<file path="src/rtl/enigma_pkg.sv">
// Shared definitions for the Enigma stream controller.
// Provides the letter-code width, the ASCII bytes the controller recognises
// or emits, the controller state encoding, and helpers that convert
// between ASCII letters and 0..25 letter codes.
package enigma_pkg;

    localparam int CODE_W = 5;

    localparam logic [7:0] ASCII_LF      = 8'd10;
    localparam logic [7:0] ASCII_CR      = 8'd13;
    localparam logic [7:0] ASCII_ESC     = 8'd27;
    localparam logic [7:0] ASCII_SPACE   = 8'd32;
    localparam logic [7:0] ASCII_BANG    = 8'd33;
    localparam logic [7:0] ASCII_A       = 8'd65;
    localparam logic [7:0] ASCII_Z       = 8'd90;
    localparam logic [7:0] ASCII_LOWER_A = 8'd97;
    localparam logic [7:0] ASCII_LOWER_Z = 8'd122;

    typedef enum logic [2:0] {
        S_INIT   = 3'd0,
        S_IDLE   = 3'd1,
        S_CHECK  = 3'd2,
        S_STEP   = 3'd3,
        S_ENCODE = 3'd4,
        S_SEP    = 3'd5,
        S_CFG    = 3'd6
    } state_t;

    // True for 'A'..'Z' and 'a'..'z'.
    function automatic logic is_letter(input logic [7:0] b);
        return ((b >= ASCII_A) && (b <= ASCII_Z)) ||
               ((b >= ASCII_LOWER_A) && (b <= ASCII_LOWER_Z));
    endfunction

    // Letter to code, case folded by clearing bit 5 (only valid for letters).
    function automatic logic [CODE_W-1:0] to_code(input logic [7:0] b);
        logic [7:0] upper;
        upper = b & 8'hDF;
        return CODE_W'(upper - ASCII_A);
    endfunction

    // Code 0..25 back to an upper-case ASCII letter.
    function automatic logic [7:0] to_ascii(input logic [CODE_W-1:0] code);
        return ASCII_A + {3'b000, code};
    endfunction

endpackage

</file>
<file path="src/rtl/enigma_stream_controller_fifo.sv">
// byte_fifo: synchronous byte FIFO with fall-through head.
// Ports:
//   i_clock, i_reset_n : clock, asynchronous active-low reset (empties FIFO)
//   i_push, i_data     : write a byte (ignored when full)
//   i_pop              : remove the head byte (ignored when empty)
//   o_data, o_valid    : head byte (0 when empty) and not-empty flag
//   o_free             : number of free entries
module byte_fifo #(
    parameter  int DEPTH = 16,
    localparam int AW    = $clog2(DEPTH)
) (
    input  logic        i_clock,
    input  logic        i_reset_n,
    input  logic        i_push,
    input  logic [7:0]  i_data,
    input  logic        i_pop,
    output logic [7:0]  o_data,
    output logic        o_valid,
    output logic [AW:0] o_free
);

    localparam int PW = AW + 1;
    localparam logic [AW:0] DEPTH_L = PW'(DEPTH);

    logic [7:0]  mem_r [DEPTH];
    logic [AW:0] wr_ptr_r;
    logic [AW:0] rd_ptr_r;
    logic [AW:0] count_s;
    logic        full_s;
    logic        do_push_s;
    logic        do_pop_s;

    // Pointers carry one extra wrap bit so full and empty are distinguishable.
    assign count_s   = wr_ptr_r - rd_ptr_r;
    assign full_s    = (count_s == DEPTH_L);
    assign o_valid   = (count_s != {PW{1'b0}});
    assign o_free    = DEPTH_L - count_s;
    assign do_push_s = i_push & ~full_s;
    assign do_pop_s  = i_pop & o_valid;
    assign o_data    = o_valid ? mem_r[rd_ptr_r[AW-1:0]] : 8'h00;

    // Read/write pointer registers.
    always_ff @(posedge i_clock or negedge i_reset_n) begin
        if (!i_reset_n) begin
            wr_ptr_r <= {PW{1'b0}};
            rd_ptr_r <= {PW{1'b0}};
        end else begin
            if (do_push_s) begin
                wr_ptr_r <= wr_ptr_r + PW'(1);
            end
            if (do_pop_s) begin
                rd_ptr_r <= rd_ptr_r + PW'(1);
            end
        end
    end

    // Storage array; contents need no reset because the pointers gate them.
    always_ff @(posedge i_clock) begin
        if (do_push_s) begin
            mem_r[wr_ptr_r[AW-1:0]] <= i_data;
        end
    end

endmodule

</file>
<file path="src/rtl/enigma_stream_controller.sv">
// enigma_stream_controller: ASCII stream front-end for a combinational
// Enigma cipher core. Letters are stepped and encoded one at a time,
// ciphertext is grouped with space/CR separators, "!" followed by
// NUM_ROTORS letters sets the rotor start positions, ESC reloads the core.
// Ports:
//   i_clock, i_reset_n             : clock, asynchronous active-low reset
//   i_rx_valid/i_rx_data/o_rx_ready: input byte handshake
//   o_tx_valid/o_tx_data/i_tx_ready: output byte handshake (FIFO head)
//   o_code, i_cipher_code          : letter code to core, ciphered code back
//   o_step, o_core_load            : one-cycle rotor step / start-load pulses
//   o_rotor_start                  : start positions, slot 0 in MSBs
//   o_char_count                   : saturating letters since last load
module enigma_stream_controller
    import enigma_pkg::*;
#(
    parameter int NUM_ROTORS  = 3,
    parameter int GROUP_SIZE  = 5,
    parameter int LINE_GROUPS = 6,
    parameter int FIFO_DEPTH  = 16
) (
    input  logic                         i_clock,
    input  logic                         i_reset_n,
    input  logic                         i_rx_valid,
    input  logic [7:0]                   i_rx_data,
    output logic                         o_rx_ready,
    output logic                         o_tx_valid,
    output logic [7:0]                   o_tx_data,
    input  logic                         i_tx_ready,
    output logic [CODE_W-1:0]            o_code,
    input  logic [CODE_W-1:0]            i_cipher_code,
    output logic                         o_step,
    output logic                         o_core_load,
    output logic [CODE_W*NUM_ROTORS-1:0] o_rotor_start,
    output logic [15:0]                  o_char_count
);

    localparam int ROT_W   = CODE_W * NUM_ROTORS;
    localparam int IDX_W   = (NUM_ROTORS > 1) ? $clog2(NUM_ROTORS) : 1;
    localparam int FIFO_AW = $clog2(FIFO_DEPTH);
    localparam int FREE_W  = FIFO_AW + 1;

    localparam logic [IDX_W-1:0]  IDX_LAST   = IDX_W'(NUM_ROTORS - 1);
    localparam logic [7:0]        GROUP_LAST = 8'(GROUP_SIZE - 1);
    localparam logic [7:0]        LINE_LAST  = 8'(LINE_GROUPS - 1);
    // A letter can push a ciphertext byte plus a separator, so two slots
    // must be free before any byte is accepted.
    localparam logic [FREE_W-1:0] FREE_MIN   = FREE_W'(2);

    state_t              state_r, state_s;
    logic [7:0]          byte_r, byte_s;
    logic [CODE_W-1:0]   code_r, code_s;
    logic                step_r, step_s;
    logic                load_r, load_s;
    logic [ROT_W-1:0]    rotor_r, rotor_s;
    logic [ROT_W-1:0]    shadow_r, shadow_s;
    logic [IDX_W-1:0]    idx_r, idx_s;
    logic [7:0]          group_r, group_s;
    logic [7:0]          line_r, line_s;
    logic [15:0]         count_r, count_s;

    logic                push_s;
    logic [7:0]          push_data_s;
    logic                pop_s;
    logic [FREE_W-1:0]   free_s;
    logic                accept_s;
    logic [CODE_W-1:0]   cfg_code_s;

    assign o_rx_ready    = ((state_r == S_IDLE) || (state_r == S_CFG)) && (free_s >= FREE_MIN);
    assign accept_s      = i_rx_valid & o_rx_ready;
    assign pop_s         = o_tx_valid & i_tx_ready;
    assign cfg_code_s    = to_code(i_rx_data);
    assign o_code        = code_r;
    assign o_step        = step_r;
    assign o_core_load   = load_r;
    assign o_rotor_start = rotor_r;
    assign o_char_count  = count_r;

    byte_fifo #(
        .DEPTH (FIFO_DEPTH)
    ) u_fifo (
        .i_clock   (i_clock),
        .i_reset_n (i_reset_n),
        .i_push    (push_s),
        .i_data    (push_data_s),
        .i_pop     (pop_s),
        .o_data    (o_tx_data),
        .o_valid   (o_tx_valid),
        .o_free    (free_s)
    );

    // Next-state, datapath and FIFO-push decode.
    always_comb begin
        state_s     = state_r;
        byte_s      = byte_r;
        code_s      = code_r;
        step_s      = 1'b0;
        load_s      = 1'b0;
        rotor_s     = rotor_r;
        shadow_s    = shadow_r;
        idx_s       = idx_r;
        group_s     = group_r;
        line_s      = line_r;
        count_s     = count_r;
        push_s      = 1'b0;
        push_data_s = 8'h00;

        case (state_r)
            S_INIT: begin
                load_s  = 1'b1;
                state_s = S_IDLE;
            end
            S_IDLE: begin
                if (accept_s) begin
                    byte_s  = i_rx_data;
                    state_s = S_CHECK;
                end else begin
                    state_s = S_IDLE;
                end
            end
            S_CHECK: begin
                if (is_letter(byte_r)) begin
                    code_s  = to_code(byte_r);
                    // Registered, so the pulse lands on the S_STEP cycle.
                    step_s  = 1'b1;
                    state_s = S_STEP;
                end else if (byte_r == ASCII_ESC) begin
                    push_s      = 1'b1;
                    push_data_s = ASCII_LF;
                    group_s     = 8'd0;
                    line_s      = 8'd0;
                    count_s     = 16'd0;
                    load_s      = 1'b1;
                    state_s     = S_IDLE;
                end else if (byte_r == ASCII_CR) begin
                    push_s      = 1'b1;
                    push_data_s = ASCII_CR;
                    group_s     = 8'd0;
                    line_s      = 8'd0;
                    state_s     = S_IDLE;
                end else if (byte_r == ASCII_BANG) begin
                    idx_s   = {IDX_W{1'b0}};
                    state_s = S_CFG;
                end else begin
                    state_s = S_IDLE;
                end
            end
            S_STEP: begin
                state_s = S_ENCODE;
            end
            S_ENCODE: begin
                // Core has stepped at the previous edge; its output is settled.
                push_s      = 1'b1;
                push_data_s = to_ascii(i_cipher_code);
                count_s     = (count_r == 16'hFFFF) ? count_r : (count_r + 16'd1);
                if ((GROUP_SIZE != 0) && (group_r == GROUP_LAST)) begin
                    group_s = 8'd0;
                    state_s = S_SEP;
                end else begin
                    group_s = group_r + 8'd1;
                    state_s = S_IDLE;
                end
            end
            S_SEP: begin
                push_s = 1'b1;
                if ((LINE_GROUPS != 0) && (line_r == LINE_LAST)) begin
                    push_data_s = ASCII_CR;
                    line_s      = 8'd0;
                end else begin
                    push_data_s = ASCII_SPACE;
                    line_s      = line_r + 8'd1;
                end
                state_s = S_IDLE;
            end
            S_CFG: begin
                if (accept_s) begin
                    if (is_letter(i_rx_data)) begin
                        for (int i = 0; i < NUM_ROTORS; i++) begin
                            shadow_s[(NUM_ROTORS-1-i)*CODE_W +: CODE_W] =
                                (idx_r == IDX_W'(i)) ? cfg_code_s
                                                     : shadow_r[(NUM_ROTORS-1-i)*CODE_W +: CODE_W];
                        end
                        if (idx_r == IDX_LAST) begin
                            rotor_s     = shadow_s;
                            load_s      = 1'b1;
                            group_s     = 8'd0;
                            line_s      = 8'd0;
                            count_s     = 16'd0;
                            push_s      = 1'b1;
                            push_data_s = ASCII_LF;
                            state_s     = S_IDLE;
                        end else begin
                            idx_s   = idx_r + IDX_W'(1);
                            state_s = S_CFG;
                        end
                    end else begin
                        // Any non-letter abandons the partial configuration.
                        state_s = S_IDLE;
                    end
                end else begin
                    state_s = S_CFG;
                end
            end
            default: begin
                state_s = S_INIT;
            end
        endcase
    end

    // State and datapath registers.
    always_ff @(posedge i_clock or negedge i_reset_n) begin
        if (!i_reset_n) begin
            state_r  <= S_INIT;
            byte_r   <= 8'h00;
            code_r   <= {CODE_W{1'b0}};
            step_r   <= 1'b0;
            load_r   <= 1'b0;
            rotor_r  <= {ROT_W{1'b0}};
            shadow_r <= {ROT_W{1'b0}};
            idx_r    <= {IDX_W{1'b0}};
            group_r  <= 8'd0;
            line_r   <= 8'd0;
            count_r  <= 16'd0;
        end else begin
            state_r  <= state_s;
            byte_r   <= byte_s;
            code_r   <= code_s;
            step_r   <= step_s;
            load_r   <= load_s;
            rotor_r  <= rotor_s;
            shadow_r <= shadow_s;
            idx_r    <= idx_s;
            group_r  <= group_s;
            line_r   <= line_s;
            count_r  <= count_s;
        end
    end

endmodule
</file>
<file path="config.mk">
export PLATFORM = sky130hd
export DESIGN_NAME = enigma_stream_controller
export DESIGN_NICKNAME = d
export VERILOG_FILES = /design/src/rtl/enigma_pkg.sv /design/src/rtl/enigma_stream_controller_fifo.sv /design/src/rtl/enigma_stream_controller.sv
export SDC_FILE = /design/constraint.sdc
export NUM_CORES = 1
export LEC_CHECK = 0
export CORE_UTILIZATION = 45
export DETAILED_ROUTE_END_ITERATION = 12
export GPL_ROUTABILITY_DRIVEN = 0
export PLACE_DENSITY = 0.6
export RECOVER_POWER = 25
export SETUP_SLACK_MARGIN = 0.3
export SLEW_MARGIN = 30
export SYNTH_ARGS = -nofsm -noshare
export SYNTH_HDL_FRONTEND = slang
export SYNTH_SLANG_ARGS = --single-unit
</file>
<file path="constraint.sdc">
create_clock -name i_clock -period 9.2 [get_ports i_clock]
set_input_delay 1.84 -clock i_clock [delete_from_list [all_inputs] [get_ports i_clock]]
set_output_delay 1.84 -clock i_clock [all_outputs]
set_load 0.05 [all_outputs]
</file>
---- Word-level counts from Yosys, hierarchy flattened ----
Memory sizes are Yosys's and may differ from the RTL's.
Cells that the tools add are included.
word-level totals
  bits in registers ....................... 92
  bits in writable memories ............... 128
  input bits .............................. 17
  logic and storage cells ................. 150
  memories ................................ 1
cells by class
  add/sub/neg operators ................... 11
  magnitude comparators ................... 9
  equality and inequality tests ........... 26
  multiplexer cells ....................... 61
  bitwise logic cells ..................... 5
  reduce and logical (&&, ||, !) cells .... 24
memory list
  name          depth  width  read ports  clocked after memory_dff  wr ports  RTL line                             RTL
  u_fifo.mem_r  16     8      1           0                         1         enigma_stream_controller_fifo.sv:25  logic [7:0] mem_r [DEPTH];
operators by type and width
  kind                     number
  $mux W16                 6
  $mux W8                  9
  $pmux W16 S3             1
  $pmux W8 S3              2
  $ge A8 B7 Y1 const B     4
  $le A8 B7 Y1 const B     4
  $pmux W8 S4              1
  $mux W3                  8
  $mux W4                  6
  $pmux W3 S6              1
  $add A16 B1 Y16 const B  1
  $add A8 B1 Y8 const B    2
  $eq A16 B16 Y1 const B   1
  $eq A8 B3 Y1 const B     2
  $mux W2                  8
  $ne A2 B2 Y1 const B     8
  $mux W5                  3
  $mux W1                  12
  $reduce_and A6 Y1        2
  $add A5 B1 Y5 const B    2
  $sub A5 B1 Y5 const B    2
  $eq A3 B3 Y1 const B     3
  $add A7 B5 Y8 const A    1
  $eq A8 B4 Y1 const B     1
  other kinds (31)         46

---- Depth between registers and ports, before layout ----
  depth in word-level cells ............... 10
  depth in mapped cells ................... 16
  depth with buffers taken out ............ 15

---- Hierarchy ----
A second synthesis with hierarchy kept.
second synthesis, totals
  cells, all modules ...................... 749
  area, all modules ....................... 10024.6 um^2
modules (own cells, without submodules)
  module                    instances  cells each  area each (um^2)  seq. area each (um^2)
  byte_fifo                 1          305         5739.3            4093.9
  enigma_stream_controller  1          444         4285.4            1926.8

---- Least setup slack after synthesis ----
No wires, ideal clock.
  path kind ............................... reg-to-output
  from .................................... reg u_fifo.rd_ptr_r[1]
  to ...................................... out o_rx_ready
  data arrival time ....................... 2.917 ns
  required time ........................... 7.360 ns
  setup slack ............................. 4.443 ns
  cell stages (with the launch flop) ...... 12
  path buffers ............................ 1
  cell sequence ........................... dfrtp_1 -> clkbuf_1 -> inv_1 -> fa_1 -> inv_1 -> ha_1 -> o211a_1 -> ha_1 -> nor3_1 -> nand2_1 -> nor2_1 -> nor2_1
between the ends
  word-level cells in the longest chain between the ends .. 4
RTL lines
  item                      RTL line                             RTL
  start: declaration        enigma_stream_controller_fifo.sv:27  logic [AW:0] rd_ptr_r;
  start signal: assignment  enigma_stream_controller_fifo.sv:46  rd_ptr_r <= {PW{1'b0}};
  start signal: assignment  enigma_stream_controller_fifo.sv:52  rd_ptr_r <= rd_ptr_r + PW'(1);
  $sub A5 B5 Y5             enigma_stream_controller_fifo.sv:34  assign count_s = wr_ptr_r - rd_ptr_r;
  $sub A5 B5 Y5             enigma_stream_controller_fifo.sv:37  assign o_free = DEPTH_L - count_s;
  $ge A5 B2 Y1              enigma_stream_controller.sv:68       assign o_rx_ready = ((state_r == S_IDLE) || (state_r == S_CFG)) && (free_s >= FREE_MIN);
  $logic_and A1 B1 Y1       enigma_stream_controller.sv:68
  end: declaration          enigma_stream_controller.sv:25       output logic o_rx_ready,
No other way between the ends.

---- Worst setup path in the final report ----
  from .................................... reg u_fifo.rd_ptr_r[0]
  to ...................................... out o_rx_ready
Same word-level chain as after synthesis.

==> metrics <==
Via density=5.807; Mapped Nets=748; asr flop ratio synth=43.72%; vias in the first global route=6085; top post-synthesis cells by area=edfxtp_1, dfrtp_1, mux4_2; DRC Markers=0; Synth warnings=0; Mapped Area=9452 um^2; final antenna diode count=0; setup bufs post-CTS=0; vias=6062; Final Cycle Share=approximately two thirds; die width=approximately 150 um; Fin. Hold Viols=0; clock latency on the worst-skew pair=0.44 ns; Avg WL per Cell=around 20 um; worst-path maximum fanout=32; TritonCTS clock tree=done; root buffer cell=clkbuf_16; Synth top cells by count=edfxtp_1, dfrtp_1, nand2_1, mux4_2, inv_1; Max Slew Vio Count=90; Worst Skew=0.01541 ns; Max Fclk=164.0 MHz; number of max-cap violations=2; Die Ht=roughly 150 um; largest net degree at the start of global routing=49; register area share after synthesis=58.62%; Yosys top cell area share=35.58%; Syn-to-layout area delta=16.38%; drt pass-1 iters=5; pwr/cell area=296.5 nW/um^2; Worst EP arrival=4.26 ns; area of the core=20430 um^2; die area=21590 um^2; share of layout cells above drive strength 1=roughly 14%; CP Class=reg2out; final wirelength=between 20 and 25 mm; CTS Buf Count=17; Port Buffers=63; CP endpoint kind=primary output; Worst setup SP type=flop; Syn Inst Count=701; DRT iter0 DRCs=368; row count=between 50 and 60; Initial Util=46.26%; post_cts resized=0; leading area contributor after synthesis=edfxtp_1; Rel. slew slack=-56.18%; Leakage=roughly 4.1 nW; gr usage total=20.54%; clk sink count=199; Main synth FF type=edfxtp_1; Max clock buf depth=2; most common cell in the netlist=edfxtp_1; number of distinct library cells after synthesis=67; number of synthesized register bits=between 150 and 200; Avg Cell Area, Syn=13.48 um^2; Final HPWL DP=14.19 mm; Power, Total=3.261 mW; Worst-path clk slew=0.07 ns; failing checks=capacitance limit, slew limit; Max VDD drop=0.0001547 V; antenna violations before repair=0; hold crit path type=reg2reg; # setup viols final=0; hold buffers post-CTS=0; Post-synth EDFFs=112; first-pass GRT wire length=33.78 mm; setup TNS=0 ns; Final min period=6.099 ns; Top-Level Pins=65; Worst EP required=7.36 ns; # nets final=808; Worst-Margin Slew=2.343 ns; RSZ-0062 raised after global routing=no; GR Overflow Total=0; H-tree depth=4; status=complete, but fails checks; ANT nets after route=0
[path summary, 6_finish.rpt]
kind                                          from             endpoint  slack [ns]  cells after the start
worst max-delay path            u_fifo.rd_ptr_r[0]           o_rx_ready        3.10                     12
worst min-delay path                     o_code[3]            o_code[3]        0.48                      2
worst max register to register  u_fifo.rd_ptr_r[0]  u_fifo.mem_r[10][1]        4.49                     13
worst min register to register           o_code[3]            o_code[3]        0.48                      2
max in group asynchronous                i_reset_n   u_fifo.rd_ptr_r[0]        3.69                      2
min in group asynchronous                i_reset_n     o_rotor_start[7]        2.07                      1
[worst max-delay path: stages, from the launching register on]
cell             delay, ns
dfrtp_4               0.85
ha_1                  0.27
inv_1                 0.05
fa_1                  0.53
inv_1                 0.06
ha_1                  0.21
o211a_1               0.14
ha_1                  0.31
nor3_1                0.26
nand2_1               0.21
nor2_1                0.14
nor2_1                0.07
clkdlybuf4s50_1       0.70
[flip-flops by register name (all words and copies together), names as in the netlist, 8 cells and up]
signal / count
byte_r: 8
o_rotor_start: 15
group_r: 8
o_char_count: 16
u_fifo.mem_r: 112
line_r: 8
shadow_r: 10
[stage by stage]
stage / cells / setup WS [ns] / hold WS (ns) / util, % / instance area (um^2)
after floorplan: 701 / 4.443 / 0.4617 / - / 9452
after global placement: 1012 / 3.333 / 0.4641 / 50.71 / 10360
after detailed placement: 1012 / 3.523 / 0.4708 / 50.78 / 10380
after CTS: 1044 / 3.039 / 0.4857 / 53.83 / 11000
after global routing: 1044 / 2.635 / 0.5090 / 53.84 / 11000
final: 1044 / 3.101 / 0.4817 / 53.84 / 11000
[logic make-up (layout without fill, tap and decap cells)]
kind of cell	count (synthesis)	after routing	share of synthesized area (%)
flops	199	199	58.62
buf+inv	62	135	2.608
mux	77	77	13.07
other cells	1	1	0.03968
simple gates	204	204	12.10
compound gates	105	105	7.241
fa+ha+maj	30	30	4.051
xor+xnor	23	23	2.277
[cell type report]
class	instances	area (um^2)
clock buffer	17	425.4
clock inverter	15	197.7
tap	270	337.8
inverter	33	123.9
fill	1733	9430
timing repair buffer	70	669.4
sequential	199	5544
multi-input combinational	440	3701
[layout by cell type (no fill, tap or decap), types with 8 or more instances in the layout]
master | netlist | layout
edfxtp_1 | 112 | 112
dfrtp_1 | 87 | 86
clkdlybuf4s50_1 | 0 | 61
nand2_1 | 37 | 37
mux4_2 | 35 | 35
inv_1 | 31 | 31
nor2_1 | 30 | 30
o21ai_0 | 29 | 29
ha_1 | 29 | 29
a21oi_1 | 28 | 27
nand3_1 | 26 | 26
and3_1 | 21 | 21
mux2i_1 | 21 | 21
mux2_2 | 21 | 21
clkbuf_16 | 0 | 17
xnor2_1 | 13 | 13
nand4_1 | 13 | 13
nor3_1 | 11 | 11
and2_1 | 10 | 10
nand3b_1 | 9 | 9
xor2_1 | 9 | 9
a31oi_1 | 8 | 8
[layer usage]
| metal | global-route usage (%) | vias to the layer above | part of all wire, % |
|---|---|---|---|
| met1 | 28.98 | 3073 | 46 |
| met5 | 0 | - | 0 |
| met4 | 5.567 | 0 | 0.96 |
| met3 | 4.317 | 15 | 5.4 |
| li1 | - | 2787 | - |
| met2 | 32.42 | 187 | 48 |
[report_power, final]
part           internal, mW  total [mW]  switching, mW
registers              1.06        1.23          0.174
clock network         0.394       0.773          0.378
logic                 0.533        1.26          0.725
total                  1.98        3.26           1.28
Power figures use the tool's default switching activity.
